==> src/rtl/hazard_scoreboard_pkg.sv <==
// Shared pipeline definitions for the hazard/forwarding controller:
// bypass-select encodings and the register-index width helper.
package hazard_scoreboard_pkg;

  localparam logic [1:0] FWD_RF  = 2'b00;
  localparam logic [1:0] FWD_WB  = 2'b01;
  localparam logic [1:0] FWD_MEM = 2'b10;

  function automatic int hs_clog2(input int n);
    int r;
    r = 0;
    for (int i = 0; i < 31; i++) begin
      if ((32'sd1 <<< i) < n) begin
        r = i + 1;
      end else begin
        r = r;
      end
    end
    return r;
  endfunction

endpackage

==> src/rtl/hazard_scoreboard_if.sv <==
// Pipeline-side bundle of the hazard controller: stage register/control
// inputs and the stall, bypass and mult/div status outputs.
interface hazard_if #(
  parameter int AW    = 5,
  parameter int CNT_W = 16
);
  logic [AW-1:0]    rs_d, rt_d, rs_e, rt_e, write_reg_e, write_reg_m, write_reg_w;
  logic             uses_rs_d, uses_rt_d, branch_d, md_op_d, md_read_d;
  logic             reg_write_e, mem_to_reg_e, md_start_e;
  logic             reg_write_m, mem_to_reg_m, reg_write_w;
  logic             stall_f, stall_d, flush_e, forward_ad, forward_bd;
  logic [1:0]       forward_ae, forward_be;
  logic             md_busy, md_done;
  logic [CNT_W-1:0] stall_cycles;

  modport slave (
    input  rs_d, rt_d, uses_rs_d, uses_rt_d, branch_d, md_op_d, md_read_d,
    input  rs_e, rt_e, write_reg_e, reg_write_e, mem_to_reg_e, md_start_e,
    input  write_reg_m, reg_write_m, mem_to_reg_m, write_reg_w, reg_write_w,
    output stall_f, stall_d, flush_e, forward_ad, forward_bd,
    output forward_ae, forward_be, md_busy, md_done, stall_cycles
  );

  modport master (
    output rs_d, rt_d, uses_rs_d, uses_rt_d, branch_d, md_op_d, md_read_d,
    output rs_e, rt_e, write_reg_e, reg_write_e, mem_to_reg_e, md_start_e,
    output write_reg_m, reg_write_m, mem_to_reg_m, write_reg_w, reg_write_w,
    input  stall_f, stall_d, flush_e, forward_ad, forward_bd,
    input  forward_ae, forward_be, md_busy, md_done, stall_cycles
  );
endinterface

==> src/rtl/hazard_scoreboard_md_scoreboard.sv <==
// Busy tracker for the multi-cycle HI/LO unit: a down-counter loaded on
// issue, with registered busy and a one-cycle done pulse when it drains.
module md_scoreboard
  import hazard_scoreboard_pkg::*;
#(
  parameter int MD_LAT = 4
) (
  input  logic clk,
  input  logic reset,
  input  logic md_start,
  output logic md_busy,
  output logic md_done
);

  localparam int            CW     = hs_clog2(MD_LAT + 1);
  localparam logic [CW-1:0] LAT_C  = CW'(MD_LAT);
  localparam logic [CW-1:0] ONE_C  = CW'(1);
  localparam logic [CW-1:0] ZERO_C = CW'(0);

  logic [CW-1:0] cnt_d, cnt_q;
  logic          md_busy_d, md_busy_q;
  logic          md_done_d, md_done_q;

  // Next-state: a start is accepted only when idle; a busy unit keeps draining.
  always_comb begin
    cnt_d = cnt_q;
    if (cnt_q == ZERO_C) begin
      if (md_start) begin
        cnt_d = LAT_C;
      end else begin
        cnt_d = ZERO_C;
      end
    end else begin
      cnt_d = cnt_q - ONE_C;
    end
    md_busy_d = (cnt_d != ZERO_C);
    md_done_d = (cnt_q != ZERO_C) && (cnt_d == ZERO_C);
  end

  // State registers with synchronous reset.
  always_ff @(posedge clk) begin
    if (reset) begin
      cnt_q     <= ZERO_C;
      md_busy_q <= 1'b0;
      md_done_q <= 1'b0;
    end else begin
      cnt_q     <= cnt_d;
      md_busy_q <= md_busy_d;
      md_done_q <= md_done_d;
    end
  end

  assign md_busy = md_busy_q;
  assign md_done = md_done_q;

endmodule

==> src/rtl/hazard_scoreboard.sv <==
// Hazard and forwarding controller for the 5-stage pipeline: bypass selects,
// load-use/branch/mult-div stalls and a saturating stall-cycle counter.
module hazard_scoreboard
  import hazard_scoreboard_pkg::*;
#(
  parameter int NREGS  = 32,
  parameter int MD_LAT = 4,
  parameter int CNT_W  = 16
) (
  input  logic     clk,
  input  logic     reset,
  hazard_if.slave  hz
);

  localparam int               AW      = hs_clog2(NREGS);
  localparam logic [AW-1:0]    R0_C    = AW'(0);
  localparam logic [CNT_W-1:0] CNT_MAX = {CNT_W{1'b1}};
  localparam logic [CNT_W-1:0] CNT_ONE = CNT_W'(1);

  logic             lwstall_s, brstall_s, mdstall_s, stall_s;
  logic             md_busy_s, md_done_s;
  logic             forward_ad_s, forward_bd_s;
  logic [1:0]       forward_ae_s, forward_be_s;
  logic [CNT_W-1:0] stall_cycles_d, stall_cycles_q;

  // Register 0 is hardwired, so it never creates a dependency.
  function automatic logic reg_hit(input logic [AW-1:0] a, input logic [AW-1:0] b);
    return (a == b) && (a != R0_C);
  endfunction

  function automatic logic src_hit(input logic [AW-1:0] r, input logic [AW-1:0] rs,
                                   input logic [AW-1:0] rt, input logic urs, input logic urt);
    return (reg_hit(r, rs) && urs) || (reg_hit(r, rt) && urt);
  endfunction

  // Bypass selects and hazard detection.
  always_comb begin
    if (hz.reg_write_m && reg_hit(hz.write_reg_m, hz.rs_e)) begin
      forward_ae_s = FWD_MEM;
    end else if (hz.reg_write_w && reg_hit(hz.write_reg_w, hz.rs_e)) begin
      forward_ae_s = FWD_WB;
    end else begin
      forward_ae_s = FWD_RF;
    end
    if (hz.reg_write_m && reg_hit(hz.write_reg_m, hz.rt_e)) begin
      forward_be_s = FWD_MEM;
    end else if (hz.reg_write_w && reg_hit(hz.write_reg_w, hz.rt_e)) begin
      forward_be_s = FWD_WB;
    end else begin
      forward_be_s = FWD_RF;
    end
    forward_ad_s = hz.reg_write_m && reg_hit(hz.write_reg_m, hz.rs_d);
    forward_bd_s = hz.reg_write_m && reg_hit(hz.write_reg_m, hz.rt_d);
    lwstall_s = hz.mem_to_reg_e &&
                src_hit(hz.write_reg_e, hz.rs_d, hz.rt_d, hz.uses_rs_d, hz.uses_rt_d);
    brstall_s = hz.branch_d &&
                ((hz.reg_write_e &&
                  src_hit(hz.write_reg_e, hz.rs_d, hz.rt_d, hz.uses_rs_d, hz.uses_rt_d)) ||
                 (hz.mem_to_reg_m &&
                  src_hit(hz.write_reg_m, hz.rs_d, hz.rt_d, hz.uses_rs_d, hz.uses_rt_d)));
    mdstall_s = (md_busy_s || hz.md_start_e) && (hz.md_op_d || hz.md_read_d);
    stall_s   = lwstall_s || brstall_s || mdstall_s;
  end

  // Stall-cycle counter next value, pinned at all-ones.
  always_comb begin
    if (stall_s && (stall_cycles_q != CNT_MAX)) begin
      stall_cycles_d = stall_cycles_q + CNT_ONE;
    end else begin
      stall_cycles_d = stall_cycles_q;
    end
  end

  // Counter register with synchronous reset.
  always_ff @(posedge clk) begin
    if (reset) begin
      stall_cycles_q <= {CNT_W{1'b0}};
    end else begin
      stall_cycles_q <= stall_cycles_d;
    end
  end

  md_scoreboard #(.MD_LAT(MD_LAT)) u_md (
    .clk      (clk),
    .reset    (reset),
    .md_start (hz.md_start_e),
    .md_busy  (md_busy_s),
    .md_done  (md_done_s)
  );

  assign hz.stall_f      = stall_s;
  assign hz.stall_d      = stall_s;
  assign hz.flush_e      = stall_s;
  assign hz.forward_ad   = forward_ad_s;
  assign hz.forward_bd   = forward_bd_s;
  assign hz.forward_ae   = forward_ae_s;
  assign hz.forward_be   = forward_be_s;
  assign hz.md_busy      = md_busy_s;
  assign hz.md_done      = md_done_s;
  assign hz.stall_cycles = stall_cycles_q;

endmodule

==> src/flat_wrapper.sv <==
// flat-port wrapper written by rule: the top's interface ports become plain ports
module hazard_scoreboard_flat import hazard_scoreboard_pkg::*;
#(
  parameter int NREGS  = 32,
  parameter int MD_LAT = 4,
  parameter int CNT_W  = 16
)
  (clk, reset, hz_rs_d, hz_rt_d, hz_uses_rs_d, hz_uses_rt_d, hz_branch_d, hz_md_op_d, hz_md_read_d, hz_rs_e, hz_rt_e, hz_write_reg_e, hz_reg_write_e, hz_mem_to_reg_e, hz_md_start_e, hz_write_reg_m, hz_reg_write_m, hz_mem_to_reg_m, hz_write_reg_w, hz_reg_write_w, hz_stall_f, hz_stall_d, hz_flush_e, hz_forward_ad, hz_forward_bd, hz_forward_ae, hz_forward_be, hz_md_busy, hz_md_done, hz_stall_cycles);
  hazard_if #(.AW((5)), .CNT_W(CNT_W)) hz_i ();
  input  logic clk;
  input  logic reset;
  input wire logic [$bits(hz_i.rs_d)-1:0] hz_rs_d;
  input wire logic [$bits(hz_i.rt_d)-1:0] hz_rt_d;
  input wire logic [$bits(hz_i.uses_rs_d)-1:0] hz_uses_rs_d;
  input wire logic [$bits(hz_i.uses_rt_d)-1:0] hz_uses_rt_d;
  input wire logic [$bits(hz_i.branch_d)-1:0] hz_branch_d;
  input wire logic [$bits(hz_i.md_op_d)-1:0] hz_md_op_d;
  input wire logic [$bits(hz_i.md_read_d)-1:0] hz_md_read_d;
  input wire logic [$bits(hz_i.rs_e)-1:0] hz_rs_e;
  input wire logic [$bits(hz_i.rt_e)-1:0] hz_rt_e;
  input wire logic [$bits(hz_i.write_reg_e)-1:0] hz_write_reg_e;
  input wire logic [$bits(hz_i.reg_write_e)-1:0] hz_reg_write_e;
  input wire logic [$bits(hz_i.mem_to_reg_e)-1:0] hz_mem_to_reg_e;
  input wire logic [$bits(hz_i.md_start_e)-1:0] hz_md_start_e;
  input wire logic [$bits(hz_i.write_reg_m)-1:0] hz_write_reg_m;
  input wire logic [$bits(hz_i.reg_write_m)-1:0] hz_reg_write_m;
  input wire logic [$bits(hz_i.mem_to_reg_m)-1:0] hz_mem_to_reg_m;
  input wire logic [$bits(hz_i.write_reg_w)-1:0] hz_write_reg_w;
  input wire logic [$bits(hz_i.reg_write_w)-1:0] hz_reg_write_w;
  output wire logic [$bits(hz_i.stall_f)-1:0] hz_stall_f;
  output wire logic [$bits(hz_i.stall_d)-1:0] hz_stall_d;
  output wire logic [$bits(hz_i.flush_e)-1:0] hz_flush_e;
  output wire logic [$bits(hz_i.forward_ad)-1:0] hz_forward_ad;
  output wire logic [$bits(hz_i.forward_bd)-1:0] hz_forward_bd;
  output wire logic [$bits(hz_i.forward_ae)-1:0] hz_forward_ae;
  output wire logic [$bits(hz_i.forward_be)-1:0] hz_forward_be;
  output wire logic [$bits(hz_i.md_busy)-1:0] hz_md_busy;
  output wire logic [$bits(hz_i.md_done)-1:0] hz_md_done;
  output wire logic [$bits(hz_i.stall_cycles)-1:0] hz_stall_cycles;
  assign hz_i.rs_d = hz_rs_d;
  assign hz_i.rt_d = hz_rt_d;
  assign hz_i.uses_rs_d = hz_uses_rs_d;
  assign hz_i.uses_rt_d = hz_uses_rt_d;
  assign hz_i.branch_d = hz_branch_d;
  assign hz_i.md_op_d = hz_md_op_d;
  assign hz_i.md_read_d = hz_md_read_d;
  assign hz_i.rs_e = hz_rs_e;
  assign hz_i.rt_e = hz_rt_e;
  assign hz_i.write_reg_e = hz_write_reg_e;
  assign hz_i.reg_write_e = hz_reg_write_e;
  assign hz_i.mem_to_reg_e = hz_mem_to_reg_e;
  assign hz_i.md_start_e = hz_md_start_e;
  assign hz_i.write_reg_m = hz_write_reg_m;
  assign hz_i.reg_write_m = hz_reg_write_m;
  assign hz_i.mem_to_reg_m = hz_mem_to_reg_m;
  assign hz_i.write_reg_w = hz_write_reg_w;
  assign hz_i.reg_write_w = hz_reg_write_w;
  assign hz_stall_f = hz_i.stall_f;
  assign hz_stall_d = hz_i.stall_d;
  assign hz_flush_e = hz_i.flush_e;
  assign hz_forward_ad = hz_i.forward_ad;
  assign hz_forward_bd = hz_i.forward_bd;
  assign hz_forward_ae = hz_i.forward_ae;
  assign hz_forward_be = hz_i.forward_be;
  assign hz_md_busy = hz_i.md_busy;
  assign hz_md_done = hz_i.md_done;
  assign hz_stall_cycles = hz_i.stall_cycles;
  hazard_scoreboard #(.NREGS(NREGS), .MD_LAT(MD_LAT), .CNT_W(CNT_W)) u_core (.clk(clk), .reset(reset), .hz(hz_i));
endmodule
==> config.mk <==
export PLATFORM = sky130hd
export DESIGN_NAME = hazard_scoreboard_flat
export DESIGN_NICKNAME = d
export VERILOG_FILES = /design/src/rtl/hazard_scoreboard_pkg.sv /design/src/rtl/hazard_scoreboard_if.sv /design/src/rtl/hazard_scoreboard_md_scoreboard.sv /design/src/rtl/hazard_scoreboard.sv /design/src/flat_wrapper.sv
export SDC_FILE = /design/constraint.sdc
export NUM_CORES = 1
export LEC_CHECK = 0
export ABC_AREA = 1
export CORE_ASPECT_RATIO = 0.75
export CORE_UTILIZATION = 33
export DETAILED_ROUTE_END_ITERATION = 8
export HOLD_SLACK_MARGIN = 0.06
export RECOVER_POWER = 25
export SYNTH_ARGS = -nofsm -noshare
export SYNTH_HDL_FRONTEND = slang
export SYNTH_SLANG_ARGS = --single-unit
==> constraint.sdc <==
create_clock -name clk -period 3.25 [get_ports clk]
set_input_delay 0.65 -clock clk [delete_from_list [all_inputs] [get_ports clk]]
set_output_delay 0.65 -clock clk [all_outputs]
set_load 0.02 [all_outputs]
==> key figures, run 1 <==
Outcome
  – Status: complete, no violations

Global route
  – GRT Overall Usage: 19.1%
  – Largest net degree at the start of global routing: 31
  – Grt total ovfl: 0
  – First-pass GRT wire length: 9230 um
  – Vias in the first global route: 1856
  – Initial antenna violation count: 0

Floorplanning
  – CORE AREA: 5470 sq um
  – Ports: between 70 and 80
  – Starting Density: between 30% and 40%
  – Die H: 68.0 um
  – Die width: 90.1 um
  – Die area: 6130 sq um
  – # rows: 23

Place
  – Dpl hpwl: 4650 um
  – Final Wtd Congestion: 0.940
  – Buffers on Ports: 74

CTS
  – Hold_buf cts: 0
  – Reg clk slew, reported paths: 80 ps
  – Bufs on Longest Clock Path: 2
  – Root buf cell: clkbuf_8
  – H-tree depth: 1
  – Clock buffer count from CTS: 3
  – Clock Sinks: 21
  – CTS tree: yes
  – Setup Buffers After CTS: 0
  – Clock latency on the worst-skew pair: 260 ps

Synthesis
  – Top cell type's share of synthesized area: between 20% and 30%
  – Syn avg cell area: 5.94 sq um
  – Yosys reg bits: 21
  – YS warnings: 0
  – Post-synthesis mux area share: 0%
  – Mapped Cells: 323
  – Post-synth EDFFs: 0
  – Synthesized net count: 373
  – Share of flip-flops with an asynchronous set or reset: 0%
  – Synth Area in Compound Gates: 7.95%
  – Post-synthesis sequential area ratio: between 20% and 30%
  – Post-synth top flop: dfxtp_1
  – XOR/XNOR Fraction of Synth Area: 9.58%
  – Leading post-synthesis cells by cell area: dfxtp_1 22%, nand2_1 18%, nor2_1 11%
  – Dominant cell type by area after synthesis: dfxtp_1
  – Largest family of logic cells by synthesized area: simple AND/OR/NAND/NOR gates
  – Synth Area in Adders: 1.30%
  – Simple-gate portion of the synthesized area: 45.3%
  – Post-Syn Area: around 1900 sq um
  – Netlist cell types: 30

Critical path
  – Reg-to-reg slack, setup: 1560 ps
  – Critical path startpoint category: primary input
  – Worst Reg-to-Reg Cells: 7
  – Arrival @ worst endpoint: around 2500 ps
  – Worst Path Required: 2600 ps
  – Crit-path max FO: 5
  – WS Path Type: in2out
  – Critical Path End Type: primary output

STA
  – RSZ-0062 raised after global routing: true
  – Hold Violations, Final: 0
  – Slew margin rel.: 67.9%
  – WHS: 489 ps
  – Fin crit share: around 100%
  – Setup TNS Final: 0 ps
  – Slew Viols, Final: 0
  – Max Freq: 0.314 GHz
  – Worst Tran Pin Value: 481 ps
  – Clk_skew: approximately 5.2 ps
  – # setup viols final: 0
  – Tmin final: 3180 ps

Layout
  – N_diodes: 0
  – Most frequent cells in the layout: 90 x nand2_1, 62 x clkdlybuf4s50_1, 56 x nor2_1
  – Fin nets: 445
  – Core Util, Final: between 50% and 60%
  – Layout filler cell count: 585
  – Area grow syn2layout: 42.8%
  – Fraction of layout instances using a drive strength above 1: 5.84%
  – Commonest non-fill, non-tap cell in the layout: nand2_1

Route
  – ANT nets after route: 0
  – First-pass detailed-route iteration total: 4
  – Avg WL per Cell: 12.1 um
  – Via count: 2199
  – DRC: 0
  – Initial DRC count: ~170
  – Total Routed Length: 5670 um
  – Via density: 4.69

Min path
  – Hold WC Path Type: reg2reg
  – Hold depth: 1

Power and ir drop
  – P_sw: roughly 0.35 mW
  – Flop pwr share: between 30% and 40%
  – Worst VDD drop: between 0.00015 and 0.0002 V
  – PD cells: 336 nW/um^2
  – Sw Share: a little under two fifths
  – Clock power frac: 19.0%
  – Comb power frac: 45.9%
  – LEAKAGE: between 1 and 1.5 nW
  – P_int: about 0.57 mW

Job
  – Max-cap viol count: 0
-- cells in the mapped netlist, types with 3 or more instances --
cell and instances:
a21oi_1 13, buf_4 3, buf_6 6, dfxtp_1 21, inv_1 41, inv_2 3
nand2_1 90, nand2_2 4, nand3_1 22, nand4_1 7, nor2_1 56, nor3_1 9
o2111ai_1 4, o21ai_0 5, xnor2_1 11, xor2_1 10
-- what timing repair did --
item | 4_1_cts | 5_1_grt
resized for setup | 1 | 4
setup endpoints to repair | 1 | 4
pin swaps | 0 | 0
-- kinds of logic (layout without fill, tap and decap cells) --
group,after synthesis,count (layout)
AO/OA/AOI/OAI,25,25
AND/OR/NAND/NOR,199,199
flip-flops,21,21
XOR/XNOR,21,21
adder cells (fa/ha/maj),2,2
buffers and inverters,55,126
-- power by group through the flow --
| stage | clock network, mW | logic [mW] | registers [mW] |
|---|---|---|---|
| 2_1_floorplan | 0 | 0.243 | 0.354 |
| 3_3_place_gp | 0 | 0.423 | 0.329 |
| 3_5_place_dp | 0 | 0.425 | 0.329 |
| 4_1_cts | 0.182 | 0.428 | 0.323 |
| 5_1_grt | 0.194 | 0.463 | 0.330 |
| 6_report | 0.175 | 0.423 | 0.323 |
-- worst paths after layout --
path                                           startpoint                    endpoint
worst min-delay path                 u_core.u_md.cnt_q[0]        u_core.u_md.cnt_q[0]
worst min register to register       u_core.u_md.cnt_q[0]        u_core.u_md.cnt_q[0]
worst max register to register  u_core.hz.stall_cycles[0]  u_core.hz.stall_cycles[11]
worst max-delay path                    hz_write_reg_m[3]            hz_forward_ae[0]
-- metal layers --
metal | GRT usage [%] | vias up | wire, um
li1 | - | 1165 | -
met1 | 30.1 | 962 | 3220
met2 | 26.8 | 70 | 2130
met3 | 3.33 | 2 | 306
met4 | 2.42 | 0 | 9
met5 | 0 | - | 0
-- sequential cells by signal, indices dropped and copies added (netlist names) --
name	flops
u_core.hz.stall_cycles	16
u_core.u_md.cnt_q	3
u_core.u_md.md_busy	1
u_core.u_md.md_done	1
-- through the flow --
step	instances	setup WS [ps]	power, mW	instance area (sq um)
6_report	469	65.5	0.921	2740
5_1_grt	469	-76.7	0.987	2740
4_1_cts	469	31.8	0.934	2730
3_5_place_dp	465	-40.8	0.754	2680
3_3_place_gp	465	30.7	0.752	2680
2_1_floorplan	323	549	0.597	1920
-- layout make-up --
type                    count  area (sq um)  area share (%)
clock buffers               3          41.3            1.51
repair buffers             77           769            28.1
multi-input cells         247          1240            45.1
flip-flops and latches     21           420            15.3
inverters                  45           174            6.34
well taps                  75          93.8            3.42
clock inverters             1          5.00           0.183
-- worst max-delay path, stage by stage --
cell and delay, ps:
clkdlybuf4s50_1 560, inv_2 90, nand2_1 60, o21ai_0 80, nor2_1 120, o2111ai_1 150
nor4_2 220, nor2_1 60, clkdlybuf4s50_1 540
No activity file was read; power rests on OpenSTA's default activity.
==> inputs of run 2 (changes only) <==
--- a/config.mk
+++ b/config.mk
@@ -10,6 +10,7 @@
 export CORE_UTILIZATION = 33
 export DETAILED_ROUTE_END_ITERATION = 8
 export HOLD_SLACK_MARGIN = 0.06
+export PLACE_DENSITY = 0.66
 export RECOVER_POWER = 25
 export SYNTH_ARGS = -nofsm -noshare
 export SYNTH_HDL_FRONTEND = slang
==> constraint.sdc (replaced) <==
create_clock -name clk -period 2.9 [get_ports clk]
set_input_delay 0.58 -clock clk [delete_from_list [all_inputs] [get_ports clk]]
set_output_delay 0.58 -clock clk [all_outputs]
set_load 0.02 [all_outputs]
==> key figures, run 2 (synthesis gave the netlist of run 1 again) <==
Layout
  – Commonest non-fill, non-tap cell in the layout: nand2_1
  – Core Util, Final: 50.7% (+0.57 points)
  – Fin nets: 454 (+2.0%)
  – Fraction of layout instances using a drive strength above 1: 8.44% (+2.6 points)
  – Most frequent cells in the layout: 90 x nand2_1, 56 x nor2_1, 52 x clkdlybuf4s50_1
  – Area grow syn2layout: 44.5%
  – Max reg flops: 16 (unchanged)
  – N_diodes: 0 (unchanged)
  – Layout filler cell count: 568 (-2.9%)
  – Fin area: 2770 sq um (+1.1%)

Route
  – Via count: 2133 (-3.0%)
  – Total Routed Length: 5590 um (-1.4%)
  – First-pass detailed-route iteration total: 4 (unchanged)
  – Avg WL per Cell: 11.7 um (-3.2%)
  – ANT nets after route: 0 (unchanged)
  – DRC: 0 (unchanged)
  – Initial DRC count: 161 (-4.2%)
  – Via density: 4.46 (-4.8%)

CTS
  – Reg clk slew, reported paths: 80 ps (about the same)
  – Bufs on Longest Clock Path: 2 (unchanged)
  – Setup Buffers After CTS: 0 (unchanged)
  – CTS tree: yes
  – Clock Sinks: 21 (unchanged)
  – Clock latency on the worst-skew pair: 260 ps (about the same)
  – Root buf cell: clkbuf_8
  – H-tree depth: 1 (unchanged)
  – Hold_buf cts: 0 (unchanged)
  – Clock buffer count from CTS: 3 (unchanged)

STA
  – Tmin final: roughly 2800 ps
  – Clk_skew: 0.943 ps (-4.30 ps)
  – Worst Tran Pin Value: 500 ps (+19.5 ps)
  – Fin crit share: between 90% and 100%
  – Max Freq: 0.362 GHz
  – Setup TNS Final: 0 ps (unchanged)
  – Hold Violations, Final: 0 (unchanged)
  – WHS: 503 ps (+13.9 ps)
  – Slew margin rel.: 66.6% (-1.3 points)
  – # setup viols final: 0 (unchanged)
  – Slew Viols, Final: 0 (unchanged)
  – RSZ-0062 raised after global routing: false

Global route
  – Vias in the first global route: 1959 (+5.5%)
  – GRT Overall Usage: 19.2% (+0.13 points)
  – First-pass GRT wire length: 9390 um (+1.8%)
  – Largest net degree at the start of global routing: 22 (-29%)
  – Initial antenna violation count: 0 (unchanged)
  – Grt total ovfl: 0 (unchanged)

Place
  – Dpl hpwl: 4630 um (-0.34%)
  – Final Wtd Congestion: 0.935 (-0.53%)
  – Buffers on Ports: 74 (unchanged)
  – Area after DPL: 2750 sq um (+2.5%)

Floorplanning
  – # rows: 23 (unchanged)
  – Die width: 90.1 um (unchanged)
  – CORE AREA: 5470 sq um (unchanged)
  – Starting Density: 35.1% (unchanged)
  – Die H: 68.0 um (unchanged)
  – Die area: 6130 sq um (unchanged)
  – Ports: 75 (unchanged)

Critical path
  – Top Family by Delay on Critical Path: buffers and inverters
  – Critical Path Max Stage Delay: 580 ps (+20 ps)
  – Critical-path top delay cell: clkdlybuf4s50_1
  – WS Path Type: in2out
  – Crit-path max FO: 5 (unchanged)
  – Critical path startpoint category: primary input
  – Buf+Inv Stages, Crit Path: 2 (-1)
  – Arrival @ worst endpoint: 2180 ps (-350 ps)
  – Critical Path End Type: primary output
  – Cells along the critical path: clkdlybuf4s50_1 -> xnor2_1 -> o2111ai_1 -> nor4_1 -> nor2_1 -> dlygate4sd2_1
  – Worst Path Required: 2320 ps (-280 ps)

Power and ir drop
  – PD cells: 373 nW/um^2 (+11%)
  – Pwr Total: 1.03 mW (+12%)
  – LEAKAGE: 1.31 nW (+4.5%)
  – Worst VDD drop: 0.000185 V (+12%)

Min path
  – Hold WC Path Type: reg2reg

Outcome
  – Status: complete, no violations

Job
  – Max-cap viol count: 0 (unchanged)
## run 2: cell count changes in the layout (fill, tap and decap cells not counted), sizes merged
| cell | before | now |
|---|---|---|
| clkbuf | 3 | 6 |
| clkdlybuf4s50 | 62 | 52 |
| buf | 3 | 12 |
| dlygate4sd2 | 1 | 9 |
| dlygate4sd3 | 8 | 9 |
| dlymetal6s2s | 3 | 1 |
## run 2: routing by layer
metal | wire length, um | vias up | track usage (%)
li1 | - | 1173 | -
met1 | 3000 | 892 | 29.8
met2 | 2170 | 64 | 27.7
met3 | 375 | 4 | 3.44
met4 | 38 | 0 | 2.42
met5 | 0 | - | 0
## run 2: what timing repair did
| item | CTS | global route |
|---|---|---|
| pin swaps | 0 | 1 |
| setup endpoints to repair | 9 | 5 |
| gates resized for setup | 12 | 7 |
## run 2: path summary, 6_finish.rpt
| check | from | end | slack [ps] | cells past startpoint |
|---|---|---|---|---|
| setup / recovery | hz_write_reg_m[4] | hz_forward_ae[0] | 140 | 6 |
| hold / removal | u_core.u_md.cnt_q[0] | u_core.u_md.cnt_q[0] | 500 | 1 |
| setup reg to reg | u_core.hz.stall_cycles[0] | u_core.hz.stall_cycles[3] | 1210 | 7 |
| hold reg to reg | u_core.u_md.cnt_q[0] | u_core.u_md.cnt_q[0] | 500 | 1 |
## run 2: through the flow
stage	setup slack (ps)	std cells
6_report	136	478
5_1_grt	28.8	478
4_1_cts	124	478
3_5_place_dp	-188	474
3_3_place_gp	-169	474
2_1_floorplan	339	323
## run 2: layout make-up
type	count	area (sq um)	area share [%]
clock buffer	3	41.3	1.49
clock inverter	1	5.00	0.181
inverter	45	174	6.27
multi-input combinational	247	1230	44.4
sequential	21	420	15.2
tap	75	93.8	3.38
timing repair buffer	86	807	29.1
## run 2: power breakdown
part           total, mW  internal (mW)  leakage (nW)  switching (mW)
sequential         0.361          0.331         0.171          0.0304
combinational      0.479          0.216          1.11           0.262
clock              0.195         0.0958        0.0255          0.0995
